`src/rtl/result_pkg.sv`:
```
// Shared constants and types for the result writer: widths, FSM encoding and
// the four-result group record carried through the hold/skid slots.
package result_pkg;

  localparam int DATA_W  = 18;
  localparam int RAM_DW  = 32;
  localparam int ADDR_W  = 8;
  localparam int GROUP_N = 4;

  typedef enum logic {
    IDLE  = 1'b0,
    WRITE = 1'b1
  } state_t;

  // data[0] is mu1 ... data[3] is mu4
  typedef struct packed {
    logic                             done;
    logic [GROUP_N-1:0][DATA_W-1:0]   data;
  } group_t;

endpackage

```
`src/rtl/result_writer_group_skid.sv`:
```
// Hold/skid group pair: hold is the group being drained, skid absorbs one
// group arriving mid-drain; a third group arriving mid-drain is dropped.
module group_skid
  import result_pkg::*;
(
  input  logic                           clk,
  input  logic                           rst,
  input  logic                           load,
  input  logic                           advance,
  input  group_t                         in_group,
  output logic                           hold_valid,
  output logic [GROUP_N-1:0][DATA_W-1:0] hold_data,
  output logic                           hold_done,
  output group_t                         hold_nxt,
  output logic                           skid_valid,
  output logic                           drop
);

  group_t hold_q, skid_q, skid_nxt;
  logic   hold_v_nxt, skid_v_nxt;

  // advance: the last word of hold is being written this cycle
  always_comb begin
    hold_v_nxt = hold_valid;
    hold_nxt   = hold_q;
    skid_v_nxt = skid_valid;
    skid_nxt   = skid_q;
    drop       = 1'b0;
    if (!hold_valid) begin
      if (load) begin
        hold_v_nxt = 1'b1;
        hold_nxt   = in_group;
      end
    end else if (advance) begin
      if (skid_valid) begin
        hold_nxt = skid_q;
        if (load) skid_nxt   = in_group;
        else      skid_v_nxt = 1'b0;
      end else if (load) begin
        hold_nxt = in_group;
      end else begin
        hold_v_nxt = 1'b0;
      end
    end else if (load) begin
      if (!skid_valid) begin
        skid_v_nxt = 1'b1;
        skid_nxt   = in_group;
      end else begin
        drop = 1'b1;
      end
    end
  end

  always_ff @(posedge clk) begin
    if (rst) begin
      hold_valid <= 1'b0;
      skid_valid <= 1'b0;
      hold_q     <= '0;
      skid_q     <= '0;
    end else begin
      hold_valid <= hold_v_nxt;
      skid_valid <= skid_v_nxt;
      hold_q     <= hold_nxt;
      skid_q     <= skid_nxt;
    end
  end

  assign hold_data = hold_q.data;
  assign hold_done = hold_q.done;

endmodule

```
`src/rtl/result_writer.sv`:
```
// Serialises four-result ALU groups into the result SRAM, one word per cycle
// at consecutive addresses, and flags matrix completion.
module result_writer
  import result_pkg::*;
(
  input  logic              clk,
  input  logic              rst,
  input  logic [DATA_W-1:0] mu1,
  input  logic [DATA_W-1:0] mu2,
  input  logic [DATA_W-1:0] mu3,
  input  logic [DATA_W-1:0] mu4,
  input  logic              web_in,
  input  logic              alu_done_in,
  output logic              ram_we,
  output logic [ADDR_W-1:0] ram_addr,
  output logic [RAM_DW-1:0] ram_wdata,
  output logic              busy,
  output logic              mat_done,
  output logic              overflow,
  output state_t            state_dbg
);

  state_t                         state, state_nxt;
  logic [1:0]                     k, k_nxt;
  logic [ADDR_W-1:0]              wptr;
  group_t                         in_group, hold_nxt;
  logic [GROUP_N-1:0][DATA_W-1:0] hold_data;
  logic                           hold_valid, hold_done, skid_valid, drop, advance;
  logic [DATA_W-1:0]              word_nxt;

  assign in_group.done = alu_done_in;
  assign in_group.data = {mu4, mu3, mu2, mu1};
  assign advance       = (state == WRITE) && (k == 2'd3);

  group_skid u_slots (
    .clk        (clk),
    .rst        (rst),
    .load       (web_in),
    .advance    (advance),
    .in_group   (in_group),
    .hold_valid (hold_valid),
    .hold_data  (hold_data),
    .hold_done  (hold_done),
    .hold_nxt   (hold_nxt),
    .skid_valid (skid_valid),
    .drop       (drop)
  );

  always_comb begin
    state_nxt = state;
    k_nxt     = k;
    case (state)
      IDLE: begin
        if (web_in) begin
          state_nxt = WRITE;
          k_nxt     = 2'd0;
        end
      end
      WRITE: begin
        if (k == 2'd3) begin
          k_nxt     = 2'd0;
          state_nxt = (skid_valid || web_in) ? WRITE : IDLE;
        end else begin
          k_nxt = k + 2'd1;
        end
      end
      default: state_nxt = IDLE;
    endcase
  end

  // A fresh group (k restarting at 0) is not in hold yet, so take it from hold_nxt.
  assign word_nxt = (k_nxt == 2'd0) ? hold_nxt.data[0] : hold_data[k_nxt];

  // Output registers are loaded with the word of the state being entered, so a
  // capture at cycle t drives its first SRAM write during cycle t+1.
  always_ff @(posedge clk) begin
    if (rst) begin
      state     <= IDLE;
      k         <= 2'd0;
      wptr      <= '0;
      ram_we    <= 1'b0;
      ram_addr  <= '0;
      ram_wdata <= '0;
      mat_done  <= 1'b0;
      overflow  <= 1'b0;
    end else begin
      state    <= state_nxt;
      k        <= k_nxt;
      ram_we   <= (state_nxt == WRITE);
      mat_done <= advance && hold_done;
      overflow <= overflow | drop;
      if (state_nxt == WRITE) begin
        ram_addr  <= wptr;
        ram_wdata <= {{(RAM_DW-DATA_W){1'b0}}, word_nxt};
        wptr      <= wptr + ADDR_W'(1);
      end
    end
  end

  assign busy      = hold_valid | skid_valid;
  assign state_dbg = state;

endmodule

```
`config.mk`:
```
export PLATFORM = sky130hd
export DESIGN_NAME = result_writer
export DESIGN_NICKNAME = d
export VERILOG_FILES = /design/src/rtl/result_pkg.sv /design/src/rtl/result_writer_group_skid.sv /design/src/rtl/result_writer.sv
export SDC_FILE = /design/constraint.sdc
export NUM_CORES = 1
export LEC_CHECK = 0
export ABC_AREA = 1
export BUFFER_PORTS_ARGS = -buffer_cell sky130_fd_sc_hd__buf_2
export CORE_ASPECT_RATIO = 0.8
export CORE_MARGIN = 5
export CORE_UTILIZATION = 50
export DETAILED_ROUTE_END_ITERATION = 10
export GPL_ROUTABILITY_DRIVEN = 0
export GPL_TIMING_DRIVEN = 1
export PLACE_DENSITY = 0.74
export SLEW_MARGIN = 0
export SYNTH_ARGS = -nofsm -noshare
export SYNTH_HDL_FRONTEND = slang
export SYNTH_SLANG_ARGS = --single-unit
```
`constraint.sdc`:
```
create_clock -name clk -period 1.58 [get_ports clk]
set_clock_uncertainty 0.05 [all_clocks]
set_input_delay 0.158 -clock clk [delete_from_list [all_inputs] [get_ports clk]]
set_output_delay 0.158 -clock clk [all_outputs]
set_load 0.005 [all_outputs]
```
Word level (Yosys, flattened, before mapping)
Index checks and enable logic that the tools add are counted.
{"block": "totals", "inputBits": 76, "reg_bits": 187, "word_cells": 66, "output_inout_bits": 45}
{"block": "classes", "n_reduce_logical": 7, "n_eq_ne": 5, "order_cmp": 1, "bitwise": 3, "add_sub_neg": 2, "mux": 29}
{"operator": "73-bit 2-to-1 mux", "n": 9}
{"operator": "18-bit binary-select mux with 2-bit select", "n": 1}
{"operator": "18-bit 2-to-1 mux", "n": 2}
{"operator": "1-bit 2-to-1 mux", "n": 13}
{"operator": "8-bit by 1-bit adder with 8-bit output (second input constant)", "n": 1}
{"operator": "2-bit != test (second input constant)", "n": 3}
{"operator": "5-bit AND reduction", "n": 1}
{"operator": "2-bit 2-to-1 mux", "n": 2}
{"operator": "2-bit one-hot mux with 2 select lines", "n": 1}
{"operator": "2-bit by 3-bit < comparator with 1-bit output (second input constant)", "n": 1}
{"operator": "2-bit by 1-bit adder with 2-bit output (second input constant)", "n": 1}
{"operator": "2-bit == test (second input constant)", "n": 1}
{"operator": "1-bit logical AND", "n": 2}
{"operator": "2-bit zero test", "n": 1}
{"operator": "2-bit by 1-bit != test with 1-bit output (second input constant)", "n": 1}
{"operator": "1-bit OR", "n": 2}
{"operator": "1-bit one-hot mux with 2 select lines", "n": 1}
{"operator": "2-bit AND reduction", "n": 1}
{"operator": "2-bit nonzero test", "n": 1}
{"operator": "1-bit logical OR", "n": 1}
{"operator": "1-bit inverter", "n": 1}

Logic depth before layout (Yosys ltp)
Gate-level depths: netlist of run 1.
{"block": "logic_depth", "word_depth": 6, "depth_mapped": 11, "mapped_depth_nobuf": 10}

Hierarchy
Synthesis of run 1 repeated with hierarchy kept, for this count alone.
{"block": "unflattened", "hier_cells": 1851, "hier_area_um2": 10916.7}
{"mod": "group_skid", "seq_area_each_um2": 2962.8, "cells_each": 1439, "n_inst": 1, "area_per_inst_um2": 8315.5}
{"mod": "result_writer", "seq_area_each_um2": 780.7, "cells_each": 412, "n_inst": 1, "area_per_inst_um2": 2601.2}

Worst setup path after synthesis of run 1
OpenSTA, ideal clock, no wires.
{"block": "synth_path", "path_kind": "register to register", "start": "register k[0]", "end": "register u_slots.hold_q, in the netlist u_slots.hold_data[24]", "synth_period_minus_slack_ps": 1575, "required_time_ps": 1398, "path_stages_with_launch": 9, "slack_ps": 5, "t_arrival_ps": 1393, "path_buffers": 2, "setup_ps": 132, "path_cell_list": "dfxtp_1 > ha_1 > nand2_2 > nand2_2 > inv_2 > buf_4 > buf_2 > a32oi_1 > a21oi_1"}
{"block": "synth_via", "elab_chain_cells": 3}
{"item": "start: declaration", "line": "result_writer.sv:24", "rtl": "logic [1:0] k, k_nxt;"}
{"item": "start signal: assignment", "line": "result_writer.sv:88", "rtl": "k <= k_nxt;"}
{"item": "2-bit == test", "line": "result_writer.sv:33", "rtl": "assign advance = (state == WRITE) && (k == 2'd3);"}
{"item": "1-bit logical AND", "line": "result_writer.sv:33"}
{"item": "2-bit != test (no line)"}
{"item": "end signal: assignment", "line": "result_writer_group_skid.sv:63", "rtl": "hold_q <= hold_nxt;"}
{"item": "end: declaration", "line": "result_writer_group_skid.sv:19", "rtl": "group_t hold_q, skid_q, skid_nxt;"}
No other way between the ends.
A chain may end at the register's enable or synchronous reset.

Worst setup path after layout of run 1
{"block": "layout_path", "start": "register k[0]", "end": "register u_slots.hold_q, in the netlist u_slots.hold_data[55]"}
The elaborated chain is that of the path after synthesis.

==> metrics.cfg, run 1 <==
[final_layout]
final_core_util = 0.6636
final_common_cell = a21oi_1
area_delta_synth_final_pct = 30.29
final_cell_mix = a21oi_1 (184), dfxtp_1 (182), nand2_1 (172), inv_1 (123), buf_2 (106)
drive_above_1_share = 0.2305
n_antenna_cell = 0
final_nets = 1424

[power_and_ir_drop]
max-vdd-ir-drop_v = 0.0006881
leakage_nw = 4.543
power_per_cell_area_nw_per_um2 = 1021
finalPower_w = 0.01173

[floorplanning]
num_io_pins = 121
die_area_sq_um = 20420
rows = 43
initial_core_util = 0.5093
die_y_um = 128.8
core_sq_um = 17320
die_w_um = 158.5

[synth]
synthArstFlopShare = 0
synth_cell_types = 26
synth_edf_count = 0
syn-instance-count = 1187
synth_top_cell_by_area = dfxtp_1
ys_top_cells_by_area = dfxtp_1 (42%), a21oi_1 (11%), nand2_1 (7.9%), o211ai_1 (6.2%), a32oi_1 (5.5%)
ys.warnings.count = 0
ys_ff_latch = 187
synth-main-ff-cell = dfxtp_1
yosysSeqAreaShare = 0.4243
postSynthAreaPerCell_sq_um = 7.433
synth_top_area_share = 0.4243
netlist_area_sq_um = 8823

[hold_path]
worstHoldPathCells = 3
hold_end = u_slots.skid_q[20]
hold_start = mu2[2]
holdCritPathClass = in2reg

[setup_path]
cp_data_arrival_time_ns = 1.92
r2r-end = u_slots.hold_data[55]
worstPathMaxFanout = 17
worst-setup-path-type = reg2reg
worst-r2r-cell-count = 7
reg2reg_slack_ns = -0.04
rr_startpoint = k[0]
worst_setup_path_end_kind = flop
cp.required_ns = 1.89
startpoint_type = flop

[clock_network]
cts_tree = done
clockRootBuffer = clkbuf_16
htreeDepth = 4
path_clk_slew_ns = 0.07
clock-sinks = 187
insertion_delay_ns = 0.44
cts_buffers = 17
clockBufferDepth = 2

[drt]
drtIter0Drc = 1015
ant_nets = 0
firstDrtPassIters = 6
vias = 9009
drc = 0
vias_per_cell = 5.691
wirelength_um = 28240
wl_per_cell_um = 17.84

[outcome]
status = complete, but fails checks
violations = negative hold slack, negative setup slack

[timing]
fmax_mhz = 619.1
setup_viol = 47
setup_ws_ns = -0.03517
period_share = 1.022
relSlewSlack = 0.5346
whs_ns = -0.02307
rsz0062_at_grt = yes
hold_violations = 2
period_needed_ns = 1.615
slew_violations = 0
worstMarginPinSlew_ns = 0.6981

[global_routing]
grt_pass1_vias = 8164
grt_antenna_before_repair = 0
grt_max_degree = 61
track_usage = 0.2569
grt_pass1_wl_um = 41920
grt_overflow = 0

[placement]
dp_hpwl_um = 16960
io_buffers = 106

[run]
drv_cap = 0

==> worst max-delay path, stage by stage (launching register included) <==
cell,delay (ns)
dfxtp_4,0.37
ha_4,0.18
buf_6,0.13
nand3_4,0.19
inv_6,0.15
buf_12,0.17
a32oi_1,0.11
a21oi_1,0.18
==> cells in the mapped netlist, types with 6 or more instances <==
cell type	count
buf_6	6
a21oi_1	197
o21ai_0	86
inv_2	6
inv_1	124
nand2_1	185
o21ai_1	35
or2_2	36
buf_4	33
o211ai_1	73
clkbuf_1	46
a32oi_1	55
nand3_1	6
dfxtp_1	187
buf_2	28
nor2_1	66
==> area by class of cell <==
type                    count  area [sq um]
fillers                  1402          5828
multi-input cells         773          4284
flip-flops and latches    187          3757
repair buffers            237          2074
inverters                 130         495.5
clock buffers              21         460.4
well taps                 225         281.5
clock inverters            10         142.6
==> kinds of logic after synthesis <==
group,count (synthesis),synth area share
simple gates,305,0.1463
fa+ha+maj,2,0.002836
other cells,1,0.0004250
buf+inv,243,0.1265
compound gates,449,0.2996
flops,187,0.4243
==> metal layers <==
metal / vias to the layer above / share of wire / GRT usage
li1: 4335 / - / -
met1: 4228 / 0.44 / 0.3640
met2: 393 / 0.46 / 0.4050
met3: 53 / 0.082 / 0.04438
met4: 0 / 0.022 / 0.07222
met5: - / 0 / 0
==> stage by stage <==
| stage | std cells | instance area (sq um) | setup slack, ns | TNS, ns | hold WS (ns) |
|---|---|---|---|---|---|
| 2_1_floorplan | 1200 | 8872 | 0.004623 | 0 | 0.2830 |
| 5_1_grt | 1583 | 11500 | -0.1464 | -6.663 | 0.005738 |
| 4_1_cts | 1566 | 10950 | 0.002625 | 0 | 0.001182 |
| 3_3_place_gp | 1468 | 9641 | -0.1051 | -6.804 | 0.3826 |
| 3_5_place_dp | 1468 | 9641 | -0.1411 | -13.79 | 0.3852 |
| 6_report | 1583 | 11500 | -0.03517 | -0.5883 | -0.02307 |
==> report_power, final <==
| part | switching (W) | internal [W] |
|---|---|---|
| clock network | 0.00189 | 0.00257 |
| logic | 0.00114 | 0.000868 |
| registers | 0.000222 | 0.00505 |
| total | 0.00325 | 0.00849 |
==> repair_timing <==
item	in CTS	in global routing
hold buffers	63	1
setup endpoints to repair	161	142
resized for setup	10	104
setup buffers	2	8
pin swaps	4	9
gates cloned	2	8
hold endpoints to repair	63	1
==> sequential cells by signal (all words and copies together) (netlist names) <==
| name | flops |
|---|---|
| k | 2 |
| mat_done | 1 |
| overflow | 1 |
| ram_addr | 8 |
| ram_wdata | 18 |
| state_dbg | 1 |
| u_slots.hold_data | 72 |
| u_slots.hold_done | 1 |
| u_slots.hold_valid | 1 |
| u_slots.skid_q | 73 |
| u_slots.skid_valid | 1 |
| wptr | 8 |
==> worst max-delay path by stage <==
stage / from / to / slack, ns / depth (start not counted)
finish: k[0] / u_slots.hold_data[55] / -0.04 / 7
global route: k[0] / ram_wdata[1] / -0.15 / 11
CTS: k[1] / u_slots.hold_data[58] / 0.003 / 8
detailed placement: k[0] / u_slots.hold_data[58] / -0.14 / 8
global placement: state_dbg / u_slots.hold_data[67] / -0.11 / 6
floorplan: k[0] / u_slots.hold_data[24] / 0.005 / 8
No activity file was read; power rests on OpenSTA's default activity.
==> run 2: changes to the inputs <==
--- a/config.mk
+++ b/config.mk
@@ -9,7 +9,7 @@
 export BUFFER_PORTS_ARGS = -buffer_cell sky130_fd_sc_hd__buf_2
 export CORE_ASPECT_RATIO = 0.8
 export CORE_MARGIN = 5
-export CORE_UTILIZATION = 50
+export CORE_UTILIZATION = 52
 export DETAILED_ROUTE_END_ITERATION = 10
 export GPL_ROUTABILITY_DRIVEN = 0
 export GPL_TIMING_DRIVEN = 1
==> metrics.cfg, run 2 (synthesis results as in run 1) <==
[setup_path]
startpoint_type = flop
worst-setup-path-type = reg2reg
max_stage_delay_ns = 0.36  ; about the same
critical_path.top_delay_family = buffers and inverters
worst_setup_path_end_kind = flop
rr_startpoint = k[0]
worst-r2r-cell-count = 7  ; unchanged
cp_data_arrival_time_ns = 1.90  ; -0.02 ns
worstPathMaxFanout = 22  ; +5
critPathSlowestCell = dfxtp_4
cp.required_ns = 1.83  ; -0.06 ns
path_cells = ha_4 -> buf_6 -> nand3_4 -> inv_2 -> buf_12 -> a32oi_1 -> a21oi_1
crit_buf_inv = 3  ; unchanged
r2r-end = u_slots.hold_done
reg2reg_slack_ns = -0.07  ; -0.04 ns

[global_routing]
grt_overflow = 0  ; unchanged
grt_antenna_before_repair = 0  ; unchanged
grt_pass1_wl_um = 43170  ; +3.0%
grt_pass1_vias = 8227  ; +0.77%
track_usage = 0.2697  ; +0.01287
grt_max_degree = 84  ; +38%

[timing]
relSlewSlack = 0.6454  ; +0.1107
rsz0062_at_grt = yes
hold_violations = 3  ; +1
slew_violations = 0  ; unchanged
setup_viol = 74  ; +57%
setup_ws_ns = -0.07169  ; -0.03652 ns
period_share = 1.045  ; +0.02312
whs_ns = -0.01308  ; +0.009991 ns
fmax_mhz = 605.4  ; -2.2%
period_needed_ns = 1.652  ; +0.03652 ns
worstMarginPinSlew_ns = 0.5319  ; -0.1661 ns

[drt]
top_layer = met4
dr_wl_met2_um = 14080  ; +9.1%
firstDrtPassIters = 6  ; unchanged
vias = 9482  ; +5.3%
drtIter0Drc = 1086  ; +7.0%
drc = 0  ; unchanged
routedLengthMet1_um = 12220  ; -1.5%
ant_nets = 0  ; unchanged
wirelength_um = 30290  ; +7.3%
vias_per_cell = 5.897  ; +3.6%
wl_per_cell_um = 18.84  ; +5.6%
met3_length_um = 3320  ; +44%

[final_layout]
drive_above_1_share = 0.2918  ; +0.06130
final_nets = 1453  ; +2.0%
stdcell_count = 1608  ; +1.6%
area_delta_synth_final_pct = 39.15
final_cell_mix = dfxtp_1 (182), nand2_1 (177), a21oi_1 (162), inv_1 (123), buf_2 (106)
n_antenna_cell = 0  ; unchanged
top_register = u_slots.skid_q
fill_cells = 1221  ; -13%
largest_reg_flops = 73  ; unchanged
final_common_cell = dfxtp_1

[power_and_ir_drop]
max-vdd-ir-drop_v = 0.0006738  ; -2.1%
finalPower_w = 0.01203  ; +2.5%
leakage_nw = 4.865  ; +7.1%
power_per_cell_area_nw_per_um2 = 979.5  ; -4.0%

[placement]
io_buffers = 106  ; unchanged
dp_cells = 1472  ; +0.27%
dp_hpwl_um = 16350  ; -3.6%

[floorplanning]
num_io_pins = 121  ; unchanged
die_w_um = 155.6  ; -1.8%
initial_core_util = 0.5313  ; +0.02203
die_area_sq_um = 19690  ; -3.6%
die_y_um = 126.5  ; -1.8%
rows = 42  ; -2.3%
core_sq_um = 16610  ; -4.1%

[clock_network]
clock-sinks = 187  ; unchanged
cts_tree = done
cts_buffers = 17  ; unchanged
htreeDepth = 4  ; unchanged
insertion_delay_ns = 0.44  ; about the same
clockRootBuffer = clkbuf_16
path_clk_slew_ns = 0.07  ; about the same
clockBufferDepth = 2  ; unchanged

[hold_path]
hold_end = u_slots.skid_q[69]
worstHoldPathCells = 3  ; unchanged
hold_start = mu4[15]
holdCritPathClass = in2reg

[outcome]
status = complete, but fails checks
violations = negative hold slack, negative setup slack

[run]
drv_cap = 0  ; unchanged

==> run 2: worst max-delay path by stage <==
stage | start | to | slack (ns) | cells after the start
after global placement | k[0] | ram_wdata[10] | -0.13 | 11
after detailed placement | k[0] | ram_wdata[6] | -0.17 | 11
final | k[0] | u_slots.hold_done | -0.07 | 7
after CTS | state_dbg | ram_wdata[0] | 0.0005 | 8
after global routing | k[0] | u_slots.hold_done | -0.14 | 7
after floorplan | k[0] | u_slots.hold_data[24] | 0.005 | 8
==> run 2: cell type report <==
class	count	area, sq um	area share
tap	220	275.3	0.02242
clock inverter	9	112.6	0.009172
timing repair buffer	267	2555	0.2081
multi-input combinational	772	4597	0.3744
clock buffer	23	488.0	0.03974
sequential	187	3757	0.3060
inverter	130	493.0	0.04015
==> run 2: report_power, final <==
| group | switching [W] | internal [W] | total (W) |
|---|---|---|---|
| clock | 0.00192 | 0.00250 | 0.00442 |
| sequential | 0.000233 | 0.00505 | 0.00528 |
| combinational | 0.00128 | 0.00104 | 0.00232 |
==> run 2: layer usage <==
layer,vias up,track usage
met5,-,0
met4,0,0.06485
met3,65,0.05993
met2,534,0.4232
met1,4478,0.3799
li1,4405,-
==> run 2: stage by stage <==
step	TNS (ns)	setup WS [ns]	area, sq um	utilization	hold WS (ns)
4_1_cts	0	0.0005356	11300	0.6804	0.0007979
2_1_floorplan	0	0.004623	8872	-	0.2830
3_3_place_gp	-5.486	-0.1274	9727	0.5857	0.3825
6_report	-1.242	-0.07169	12280	0.7394	-0.01308
3_5_place_dp	-8.441	-0.1721	9727	0.5857	0.3845
5_1_grt	-7.535	-0.1445	12280	0.7394	-0.001232
==> run 2: what timing repair did <==
item | in CTS | in global routing
pin swaps | 3 | 31
cloned | 6 | 16
hold endpoints to repair | 69 | 0
hold buffers | 67 | 0
setup endpoints to repair | 129 | 150
buffers inserted | 5 | 12
resized for setup | 24 | 207
==> run 2: worst register-to-register path, cell delays in order (launching register included) <==
cell and delay, ns:
dfxtp_4 0.36, ha_4 0.18, buf_6 0.14, nand3_4 0.14, inv_2 0.09, buf_12 0.16, a32oi_1 0.28, a21oi_1 0.11
==> run 3: changes to the inputs <==
==> constraint.sdc (replaced) <==
create_clock -name clk -period 1.58 [get_ports clk]
set_clock_uncertainty 0.05 [all_clocks]
set_input_delay 0.237 -clock clk [delete_from_list [all_inputs] [get_ports clk]]
set_output_delay 0.237 -clock clk [all_outputs]
set_load 0.005 [all_outputs]
==> metrics.cfg, run 3 (synthesis results as in run 1) <==
[hold_path]
holdCritPathClass = in2reg
worstHoldPathCells = 3  ; unchanged

[drt]
ant_nets = 0  ; unchanged
vias_per_cell = 5.774  ; -2.1%
wirelength_um = 27320  ; -9.8%
vias = 8823  ; -7.0%
firstDrtPassIters = 8  ; +2
drc = 0  ; unchanged
drtIter0Drc = 978  ; -9.9%
wl_per_cell_um = 17.88  ; -5.1%

[clock_network]
cts_tree = done
clockRootBuffer = clkbuf_16
insertion_delay_ns = 0.44  ; about the same
path_clk_slew_ns = 0.07  ; about the same
cts_buffers = 17  ; unchanged
clockBufferDepth = 2  ; unchanged
clock-sinks = 187  ; unchanged
htreeDepth = 4  ; unchanged

[global_routing]
track_usage = 0.2535  ; -0.01622
grt_overflow = 0  ; unchanged
grt_pass1_vias = 7735  ; -6.0%
grt_max_degree = 84  ; unchanged
grt_antenna_before_repair = 0  ; unchanged
grt_pass1_wl_um = 40570  ; -6.0%

[final_layout]
largest_reg_flops = 73  ; unchanged
final_nets = 1373  ; -5.5%
fill_cells = 1422  ; +16%
final_common_cell = dfxtp_1
final_core_util = 0.6610  ; -0.07836
top_register = u_slots.skid_q
drive_above_1_share = 0.2424  ; -0.04943
area_delta_synth_final_pct = 24.40
final_area_sq_um = 10980  ; -11%
final_cell_mix = dfxtp_1 (182), a21oi_1 (181), nand2_1 (179), inv_1 (123), buf_2 (106)
n_antenna_cell = 0  ; unchanged

[power_and_ir_drop]
finalPower_w = 0.01160  ; -3.6%
max-vdd-ir-drop_v = 0.0006990  ; +3.7%
power_per_cell_area_nw_per_um2 = 1057  ; +7.9%
leakage_nw = 4.371  ; -10%

[placement]
dp_hpwl_um = 16350  ; unchanged
io_buffers = 106  ; unchanged
placed_cell_area_sq_um = 9727  ; unchanged

[timing]
setup_ws_ns = -0.04033  ; +0.03136 ns
slew_violations = 0  ; unchanged
period_share = 1.026  ; -0.01985
whs_ns = 0.02151  ; +0.03459 ns
hold_violations = 0  ; -3
period_needed_ns = 1.620  ; -0.03136 ns
setup_viol = 27  ; -64%
fmax_mhz = 617.2  ; +1.9%
rsz0062_at_grt = yes

[outcome]
violations = negative setup slack
status = complete, but fails checks

[setup_path]
worst-r2r-cell-count = 11  ; +4
worst-setup-path-type = reg2reg
cp.required_ns = 1.91  ; +0.08 ns
worstPathMaxFanout = 5  ; -77%
r2r-end = ram_wdata[15]
reg2reg_slack_ns = -0.04  ; +0.03 ns
worst_setup_path_end_kind = flop
cp-startpoint = k[0]
cp_data_arrival_time_ns = 1.95  ; +0.05 ns
crit_path_end = ram_wdata[15]
startpoint_type = flop
rr_startpoint = k[0]

[floorplanning]
initial_core_util = 0.5313  ; unchanged
num_io_pins = 121  ; unchanged
die_w_um = 155.6  ; unchanged
die_area_sq_um = 19690  ; unchanged
die_y_um = 126.5  ; unchanged
rows = 42  ; unchanged
core_sq_um = 16610  ; unchanged

[run]
drv_cap = 0  ; unchanged

==> run 3: changes by cell type in the layout (fill, tap and decap cells not counted), sizes merged <==
cell / delta
dlygate4sd3: -67
buf: -8
clkbuf: -5
==> run 3: worst min-delay path by stage <==
stage	from	to	slack (ns)
global route	mu1[17]	u_slots.skid_q[17]	0.03
detailed placement	u_slots.skid_q[41]	u_slots.skid_q[41]	0.38
CTS	mu1[17]	u_slots.skid_q[17]	0.02
global placement	u_slots.skid_q[8]	u_slots.skid_q[8]	0.38
finish	mu2[6]	u_slots.skid_q[24]	0.02
floorplan	mu1[14]	u_slots.skid_q[14]	0.36
==> run 3: worst max-delay path, cell delays in order, from the launching register on <==
cell,delay (ns)
dfxtp_4,0.37
ha_4,0.17
buf_6,0.14
nand3_4,0.15
buf_6,0.18
nor2_4,0.08
nor2_2,0.05
nand2_1,0.06
nand2_1,0.05
nand2_1,0.06
nand2_1,0.06
a21oi_2,0.14
==> run 3: report_power, final <==
part	switching, W	internal, W
clock network	0.00191	0.00250
registers	0.000226	0.00505
logic	0.00111	0.000798
total	0.00325	0.00835
==> run 3: stage by stage <==
step / setup WS (ns) / setup TNS (ns) / cells
3_5_place_dp: -0.1721 / -8.441 / 1472
2_1_floorplan: 0.004623 / 0 / 1200
5_1_grt: -0.1084 / -3.995 / 1528
4_1_cts: -0.0009857 / -0.0009857 / 1509
3_3_place_gp: -0.1274 / -5.486 / 1472
6_report: -0.04033 / -0.4453 / 1528
==> run 3: layout make-up <==
class / count / area (sq um) / share of cell area
Tap cell: 220 / 275.3 / 0.02508
Clock inverter: 9 / 112.6 / 0.01026
Clock buffer: 23 / 488.0 / 0.04445
Sequential cell: 187 / 3757 / 0.3423
Multi-Input combinational cell: 772 / 4253 / 0.3874
Timing Repair Buffer: 187 / 1598 / 0.1456
Inverter: 130 / 493.0 / 0.04491
==> run 3: timing repair <==
| item | in CTS | in global routing |
|---|---|---|
| buffers inserted | 2 | 11 |
| hold buffers | 0 | 0 |
| gates resized for setup | 23 | 66 |
| setup endpoints to repair | 130 | 109 |
| cloned | 3 | 8 |
| pin swaps | 6 | 15 |
==> run 3: per-layer routing <==
layer	vias up	track usage	wire, um
li1	4236	-	-
met1	4131	0.3668	11960
met2	414	0.3873	12400
met3	42	0.05414	2446
met4	0	0.06176	502
met5	-	0	0
